[src/rtl/multi_vc_input_buffer.sv]
// ---------------------------------------------------------------------------
// multi_vc_input_buffer
//   Router input port with VC_NUM independent virtual-channel FIFOs. Each VC
//   runs its own packet state machine (IDLE -> VA -> ACTIVE -> IDLE). The VC
//   asks the VC allocator for a downstream VC, rewrites vc_id on the way out,
//   and returns flow control to the upstream router.
//
// Optional feature macro: MULTI_VC_INPUT_BUFFER_CREDIT_EN
//   defined   : credit_o[v] is a one-cycle pulse after each successful read
//   undefined : on_off_o[v] is a level, 0 while free slots <= ON_OFF_THRESHOLD
//
// Ports
//   clk, rst          single clock, synchronous active-high reset
//   data_i, write_i   incoming flit and its write strobe (data_i.vc_id = VC)
//   out_port_i[v]     route result, latched on a HEAD write to VC v
//   read_i[v]         pop the front flit of VC v
//   vc_valid_i[v]     VC allocator grant, vc_new_i[v] is the granted VC
//   data_o[v]         front flit (fall-through), vc_id rewritten when ACTIVE
//   is_full_o/is_empty_o[v]   FIFO occupancy flags
//   out_port_o[v]     latched route
//   vc_request_o[v]   request to the VC allocator
//   vc_allocatable_o[v]  VC idle and drained
//   credit_o / on_off_o  flow-control return
//   error_o           one-cycle protocol-violation pulse
// ---------------------------------------------------------------------------
package noc_params;
  localparam int unsigned VC_NUM  = 2;
  localparam int unsigned VC_SIZE = $clog2(VC_NUM);
  localparam int unsigned DATA_W  = 16;

  typedef enum logic [2:0] {LOCAL, NORTH, SOUTH, WEST, EAST} port_t;
  typedef enum logic [1:0] {HEAD, BODY, TAIL} flit_label_t;

  typedef struct packed {
    flit_label_t          flit_label;
    logic [VC_SIZE-1:0]   vc_id;
    logic [DATA_W-1:0]    data;
  } flit_t;
endpackage

module multi_vc_input_buffer #(
  parameter  int unsigned VC_NUM           = 2,
  parameter  int unsigned BUFFER_SIZE      = 8,
  parameter  int unsigned ON_OFF_THRESHOLD = 2,
  localparam int unsigned VC_SIZE          = $clog2(VC_NUM)
) (
  input  logic                  clk,
  input  logic                  rst,
  input  noc_params::flit_t     data_i,
  input  logic                  write_i,
  input  noc_params::port_t     out_port_i   [VC_NUM],
  input  logic [VC_NUM-1:0]     read_i,
  input  logic [VC_NUM-1:0]     vc_valid_i,
  input  logic [VC_SIZE-1:0]    vc_new_i     [VC_NUM],
  output noc_params::flit_t     data_o       [VC_NUM],
  output logic [VC_NUM-1:0]     is_full_o,
  output logic [VC_NUM-1:0]     is_empty_o,
  output noc_params::port_t     out_port_o   [VC_NUM],
  output logic [VC_NUM-1:0]     vc_request_o,
  output logic [VC_NUM-1:0]     vc_allocatable_o,
`ifdef MULTI_VC_INPUT_BUFFER_CREDIT_EN
  output logic [VC_NUM-1:0]     credit_o,
`else
  output logic [VC_NUM-1:0]     on_off_o,
`endif
  output logic                  error_o
);
  import noc_params::*;

  localparam int unsigned IDX_W     = $clog2(BUFFER_SIZE);
  localparam int unsigned PTR_W     = IDX_W + 1;
  localparam int unsigned FLIT_VC_W = noc_params::VC_SIZE;

  localparam logic [1:0] ST_IDLE   = 2'd0;
  localparam logic [1:0] ST_VA     = 2'd1;
  localparam logic [1:0] ST_ACTIVE = 2'd2;

  // Storage and per-VC registers
  flit_t              r_mem        [VC_NUM][BUFFER_SIZE];
  logic [1:0]         r_state      [VC_NUM];
  logic [PTR_W-1:0]   r_wr_ptr     [VC_NUM];
  logic [PTR_W-1:0]   r_rd_ptr     [VC_NUM];
  port_t              r_out_port   [VC_NUM];
  logic [VC_SIZE-1:0] r_vc_new     [VC_NUM];
  logic [VC_NUM-1:0]  r_is_full;
  logic [VC_NUM-1:0]  r_is_empty;
  logic [VC_NUM-1:0]  r_vc_request;
  logic [VC_NUM-1:0]  r_allocatable;
  logic [VC_NUM-1:0]  r_flow;
  logic               r_error;

  // Next-state values
  logic [1:0]         w_state_nxt  [VC_NUM];
  logic [PTR_W-1:0]   w_wr_ptr_nxt [VC_NUM];
  logic [PTR_W-1:0]   w_rd_ptr_nxt [VC_NUM];
  port_t              w_out_port_nxt [VC_NUM];
  logic [VC_SIZE-1:0] w_vc_new_nxt [VC_NUM];
  logic [VC_NUM-1:0]  w_wr_ok;
  logic [VC_NUM-1:0]  w_rd_ok;
  logic [VC_NUM-1:0]  w_full_nxt;
  logic [VC_NUM-1:0]  w_empty_nxt;
  logic [VC_NUM-1:0]  w_flow_nxt;
  logic               w_vc_hit;
  logic               w_error_nxt;
`ifndef MULTI_VC_INPUT_BUFFER_CREDIT_EN
  logic [PTR_W-1:0]   w_free       [VC_NUM];
`endif

  // Per-VC FSM, FIFO pointer and error decode
  always_comb begin : next_state_logic
    w_vc_hit    = 1'b0;
    w_error_nxt = 1'b0;
    w_wr_ok     = '0;
    w_rd_ok     = '0;
    w_full_nxt  = '0;
    w_empty_nxt = '0;
    w_flow_nxt  = '0;
    for (int unsigned v = 0; v < VC_NUM; v++) begin
      w_state_nxt[v]    = r_state[v];
      w_out_port_nxt[v] = r_out_port[v];
      w_vc_new_nxt[v]   = r_vc_new[v];
`ifndef MULTI_VC_INPUT_BUFFER_CREDIT_EN
      w_free[v]         = PTR_W'(BUFFER_SIZE) - (r_wr_ptr[v] - r_rd_ptr[v]);
`endif

      // Write side: full check wins even if the same VC is read this cycle
      if (write_i && (data_i.vc_id == FLIT_VC_W'(v))) begin
        w_vc_hit = 1'b1;
        if (r_is_full[v]) begin
          w_error_nxt = 1'b1;
        end else if (data_i.flit_label == HEAD) begin
          if (r_state[v] != ST_IDLE) begin
            w_error_nxt = 1'b1;
          end else begin
            w_wr_ok[v]        = 1'b1;
            w_out_port_nxt[v] = out_port_i[v];
            w_state_nxt[v]    = ST_VA;
          end
        end else if (r_state[v] == ST_IDLE) begin
          w_error_nxt = 1'b1;
        end else begin
          w_wr_ok[v] = 1'b1;
        end
      end

      // Read side: only an ACTIVE, non-empty VC may be popped
      if (read_i[v]) begin
        if (r_is_empty[v] || (r_state[v] != ST_ACTIVE)) begin
          w_error_nxt = 1'b1;
        end else begin
          w_rd_ok[v] = 1'b1;
          if (r_mem[v][r_rd_ptr[v][IDX_W-1:0]].flit_label == TAIL) begin
            w_state_nxt[v] = ST_IDLE;
          end
        end
      end

      // Grants are meaningful only while requesting
      if ((r_state[v] == ST_VA) && vc_valid_i[v]) begin
        w_state_nxt[v]  = ST_ACTIVE;
        w_vc_new_nxt[v] = vc_new_i[v];
      end

      w_wr_ptr_nxt[v] = r_wr_ptr[v] + PTR_W'(w_wr_ok[v]);
      w_rd_ptr_nxt[v] = r_rd_ptr[v] + PTR_W'(w_rd_ok[v]);
      w_empty_nxt[v]  = (w_wr_ptr_nxt[v] == w_rd_ptr_nxt[v]);
      w_full_nxt[v]   = (w_wr_ptr_nxt[v][PTR_W-1] != w_rd_ptr_nxt[v][PTR_W-1]) &&
                        (w_wr_ptr_nxt[v][IDX_W-1:0] == w_rd_ptr_nxt[v][IDX_W-1:0]);
`ifdef MULTI_VC_INPUT_BUFFER_CREDIT_EN
      w_flow_nxt[v]   = w_rd_ok[v];
`else
      // Level follows the current occupancy, so it trails a write by a cycle
      w_flow_nxt[v]   = (w_free[v] > PTR_W'(ON_OFF_THRESHOLD));
`endif
    end
    // A vc_id that names no VC is also a protocol violation
    if (write_i && !w_vc_hit) begin
      w_error_nxt = 1'b1;
    end
  end

  // State and registered outputs
  always_ff @(posedge clk) begin : state_regs
    if (rst) begin
      for (int unsigned v = 0; v < VC_NUM; v++) begin
        r_state[v]    <= ST_IDLE;
        r_wr_ptr[v]   <= '0;
        r_rd_ptr[v]   <= '0;
        r_out_port[v] <= LOCAL;
        r_vc_new[v]   <= '0;
      end
      r_is_full     <= '0;
      r_is_empty    <= '1;
      r_vc_request  <= '0;
      r_allocatable <= '1;
`ifdef MULTI_VC_INPUT_BUFFER_CREDIT_EN
      r_flow        <= '0;
`else
      r_flow        <= '1;
`endif
      r_error       <= 1'b0;
    end else begin
      for (int unsigned v = 0; v < VC_NUM; v++) begin
        r_state[v]       <= w_state_nxt[v];
        r_wr_ptr[v]      <= w_wr_ptr_nxt[v];
        r_rd_ptr[v]      <= w_rd_ptr_nxt[v];
        r_out_port[v]    <= w_out_port_nxt[v];
        r_vc_new[v]      <= w_vc_new_nxt[v];
        r_vc_request[v]  <= (w_state_nxt[v] == ST_VA);
        r_allocatable[v] <= (w_state_nxt[v] == ST_IDLE) && w_empty_nxt[v];
      end
      r_is_full  <= w_full_nxt;
      r_is_empty <= w_empty_nxt;
      r_flow     <= w_flow_nxt;
      r_error    <= w_error_nxt;
    end
  end

  // Flit storage; contents need no reset since pointers define validity
  always_ff @(posedge clk) begin : fifo_mem
    for (int unsigned v = 0; v < VC_NUM; v++) begin
      if (w_wr_ok[v]) begin
        r_mem[v][r_wr_ptr[v][IDX_W-1:0]] <= data_i;
      end
    end
  end

  // Fall-through front flit with downstream VC substituted once allocated
  always_comb begin : front_flit
    for (int unsigned v = 0; v < VC_NUM; v++) begin
      data_o[v] = r_mem[v][r_rd_ptr[v][IDX_W-1:0]];
      if (r_state[v] == ST_ACTIVE) begin
        data_o[v].vc_id = FLIT_VC_W'(r_vc_new[v]);
      end
    end
  end

  assign is_full_o        = r_is_full;
  assign is_empty_o       = r_is_empty;
  assign out_port_o       = r_out_port;
  assign vc_request_o     = r_vc_request;
  assign vc_allocatable_o = r_allocatable;
`ifdef MULTI_VC_INPUT_BUFFER_CREDIT_EN
  assign credit_o         = r_flow;
`else
  assign on_off_o         = r_flow;
`endif
  assign error_o          = r_error;

endmodule

[config.mk]
export PLATFORM = sky130hd
export DESIGN_NAME = multi_vc_input_buffer
export DESIGN_NICKNAME = d
export VERILOG_FILES = /design/src/rtl/multi_vc_input_buffer.sv
export SDC_FILE = /design/constraint.sdc
export NUM_CORES = 1
export LEC_CHECK = 0
export CAP_MARGIN = 10
export CORE_MARGIN = 4
export CORE_UTILIZATION = 45
export DETAILED_ROUTE_END_ITERATION = 10
export GPL_TIMING_DRIVEN = 0
export PLACE_DENSITY = 0.59
export SETUP_SLACK_MARGIN = 0.2
export SKIP_CTS_REPAIR_TIMING = 1
export SLEW_MARGIN = 20
export SYNTH_ARGS = -nofsm -noshare
export SYNTH_HDL_FRONTEND = slang
export SYNTH_SLANG_ARGS = --single-unit
export TNS_END_PERCENT = 100
[constraint.sdc]
create_clock -name clk -period 10.75 [get_ports clk]
set_clock_uncertainty 0.05 [all_clocks]
set_input_delay 2.15 -clock clk [delete_from_list [all_inputs] [get_ports clk]]
set_output_delay 2.15 -clock clk [all_outputs]
set_load 0.1 [all_outputs]
==> results.md <==
- Cell count along the critical path: 5
- Critical path peak fanout: 10
- Delay-heaviest family, CP: buffers and inverters
- CP Class: reg -> out
- First-pass GRT wire length: 42300 um
- Combinational share of power: 4.0%
- Antenna Cells: 0
- Sequential area share after synthesis: 74.2%
- CTS H-tree depth: 2
- Seq pwr share: 53.7%
- CP dominant cell by count: buf_1
- Tightest Hold Check Type: reg -> reg
- # port buffers: ~90
- Critical hold path startpoint: r_vc_new[0][1]$_SDFFE_PP0P_
- Synth cell count leaders: edfxtp_1, mux4_2, dfxtp_1
- Number of synthesized register bits: 343
- Max-cap violations: 0
- Syn_nets: between 700 and 800
- Post-synth top area share: roughly 70%
- Total grt overflow: 0
- Worst slew pin tran: roughly 0.99 ns
- Final hold violations: 0
- CTS Buffer Depth: 3
- ANT nets after route: 0
- Most frequent cell after synthesis: edfxtp_1
- Reg-to-reg endpoint: r_mem[0][235]$_DFFE_PP_
- Tightest hold margin: 0.448 ns
- Largest net degree at the start of global routing: 21
- Chip width: between 150 and 200 um
- Finished Core Util: 55.2%
- Cell taking the most area after synthesis: edfxtp_1
- CP required: 8.55 ns
- Final WL: 27600 um
- R2r setup slk: 7.72 ns
- Startpoint types: register
- Max Transition Viols Final: 0
- Total die area: 32500 um^2
- Unrepaired setup endpoints after global routing: no
- Post-Syn Area per Cell: approximately 20 um^2
- FILL cells: between 2000 and 2500
- Multi-input gate area: ~3300 um^2
- Final Total Pwr: about 2.7 mW
- Layout Nets: about 850
- GP Congestion: 0.761
- Dominant cells by area after synthesis: edfxtp_1, mux4_2, dfxtp_1, mux2_2, ha_1
- P&R area growth vs syn: 19.8%
- Clock root cell: clkbuf_16
- Final Setup Violations: 0
- Core ar.: between 20000 and 30000 um^2
- Initial Util: 46.1%
- Via/cell ratio: 5.43
- # rows: 62
- Initial antenna violation count: 0
- Cells on worst reg2reg path: 6
- Layout Cells excl Fill: ~1200
- Tmin final: 6.29 ns
- Worst-path clk slew: roughly 0.060 ns
- PwrDens: around 170 nW/um^2
- Layout cells sized above 1: about a quarter
- Switching Share: 20.2%
- EDFF count, synth: between 300 and 400
- Total Routing Usage GR: 17.0%
- Endpoint class of the critical path: output pin
- Yosys warnings: 0
- Status: finished, final reports clean
- Worst skew pair latency: a little over 0.5 ns
- Largest stage delay on the critical path: ~1.2 ns
- Worst path buffer plus inverter count: 3
- Synth cell types: 45
- Netlist Area Pre-Place: between 10000 and 15000 um^2
- DRC viols: 0
- Critical path's slowest cell: clkdlybuf4s50_1
- Via count of the routed design: 6568
- Crit path launch: r_rd_ptr[0][2]$_SDFF_PP0_
- Clk sinks: around 340
- CP arrival: around 4.1 ns
- Vias in the first global route: slightly above 7000
- Net Switching: ~0.55 mW
- Cts bufs inserted: 36
- Final period util: just under 60%
- Die height: 180 um
- Wire per inst: 22.9 um
- Worst Setup EP: data_o[35]
- Leakage: approximately 5.1 nW
- Peak supply drop: between 0.08 and 0.09 mV
- Hpwl dp: approximately 18000 um
- Int Pwr: 2.17 mW
- Crit-path cells: buf_1 -> buf_1 -> mux2i_1 -> a21oi_1 -> clkdlybuf4s50_1
- DR pass1 iterations: 4
- Placed insts: between 1000 and 1500
- Slew headroom: 33.6%
- Clock power share: between 40% and 50%
- Max Clock Freq: roughly 160 MHz
- Fin Setup TNS: 0 ns
- Sequential cell area: between 9000 and 10000 um^2
- Starting DRT DRC Count: 458
- CTS tree: built
- Main synth FF type: edfxtp_1
- Ys async rst share: 0%
- Mapped Cells: between 600 and 700
- Worst reg2reg path startpoint: r_state[0][2]$_SDFF_PP0_
- I/O pins: 89
worst min-delay path by stage:
stage                                              to  slack [ns]  depth (start not counted)
after floorplan           r_vc_new[0][1]$_SDFFE_PP0P_        0.41                          2
after global placement    r_vc_new[0][1]$_SDFFE_PP0P_        0.43                          2
after detailed placement  r_vc_new[0][1]$_SDFFE_PP0P_        0.44                          2
after CTS                 r_vc_new[0][1]$_SDFFE_PP0P_        0.46                          2
after global routing      r_vc_new[0][0]$_SDFFE_PP0P_        0.49                          2
final                     r_vc_new[0][1]$_SDFFE_PP0P_        0.45                          2
layer usage:
metal | global-route usage, % | part of all wire (%)
met3 | 3.17 | 4.3
met5 | 0 | 0
met1 | 23.1 | 44
met2 | 28.7 | 50
met4 | 4.48 | 2.2
power groups by stage:
stage          registers [mW]  logic [mW]  clock network (mW)
2_1_floorplan            1.50      0.0456                   0
3_3_place_gp             1.49       0.107                   0
3_5_place_dp             1.49       0.110                   0
4_1_cts                  1.46       0.110                1.18
5_1_grt                  1.46       0.115                1.24
6_report                 1.46       0.109                1.15
cells in the final DEF, fill, tap and decap left out, types with 6 or more instances in the layout:
master           instances
xnor2_1                 14
buf_6                    6
buf_1                    7
nor2_1                  22
ha_1                    16
clkinv_1                 6
edfxtp_1               304
mux2i_1                 17
nor3_2                   8
buf_2                    7
nor2b_1                 15
clkbuf_1                22
mux2_2                  35
mux4_2                  70
buf_4                   11
dfxtp_1                 39
and3_2                   8
clkbuf_16               36
clkdlybuf4s50_1         88
inv_1                   15
xor2_1                   8
through the flow:
stage	instance area (um^2)	worst slack [ns]
after floorplan	13400	5.74
after global placement	14700	3.36
after detailed placement	14900	4.75
after CTS	16000	4.42
after global routing	16000	4.26
final	16000	4.46
cell type report:
type | count | share of cell area [%]
inverter | 15 | 0.352
timing repair buffer | 104 | 6.39
clock buffer | 52 | 6.14
tap | 384 | 3.00
buffer | 25 | 0.672
multi-input combinational | 276 | 20.9
clock inverter | 10 | 0.672
sequential | 343 | 61.9
worst min-delay path, delay by kind of cell, from the launching register on:
family,cells,cell delay [ns]
flops,1,0.33
mux,1,0.07
simple gates,1,0.07
sequential cells by signal, summed over array words and instances, names as in the netlist:
register,count
vc_request_o,2
r_state,4
r_rd_ptr,8
out_port_o,6
r_wr_ptr,8
vc_allocatable_o,2
r_mem,304
r_vc_new,2
error_o,1
is_full_o,2
is_empty_o,2
on_off_o,2
kinds of logic after synthesis:
kind of cell / after synthesis / share of synthesized area [%]
AOI/OAI and AO/OA: 28 / 1.56
xor gates and xnor gates: 22 / 1.44
adders and majority gates: 18 / 1.80
buffers and inverters: 40 / 1.22
DFF: 343 / 74.2
muxes: 124 / 16.4
and+or+nand+nor: 84 / 3.41
No activity file was read; power rests on OpenSTA's default activity.
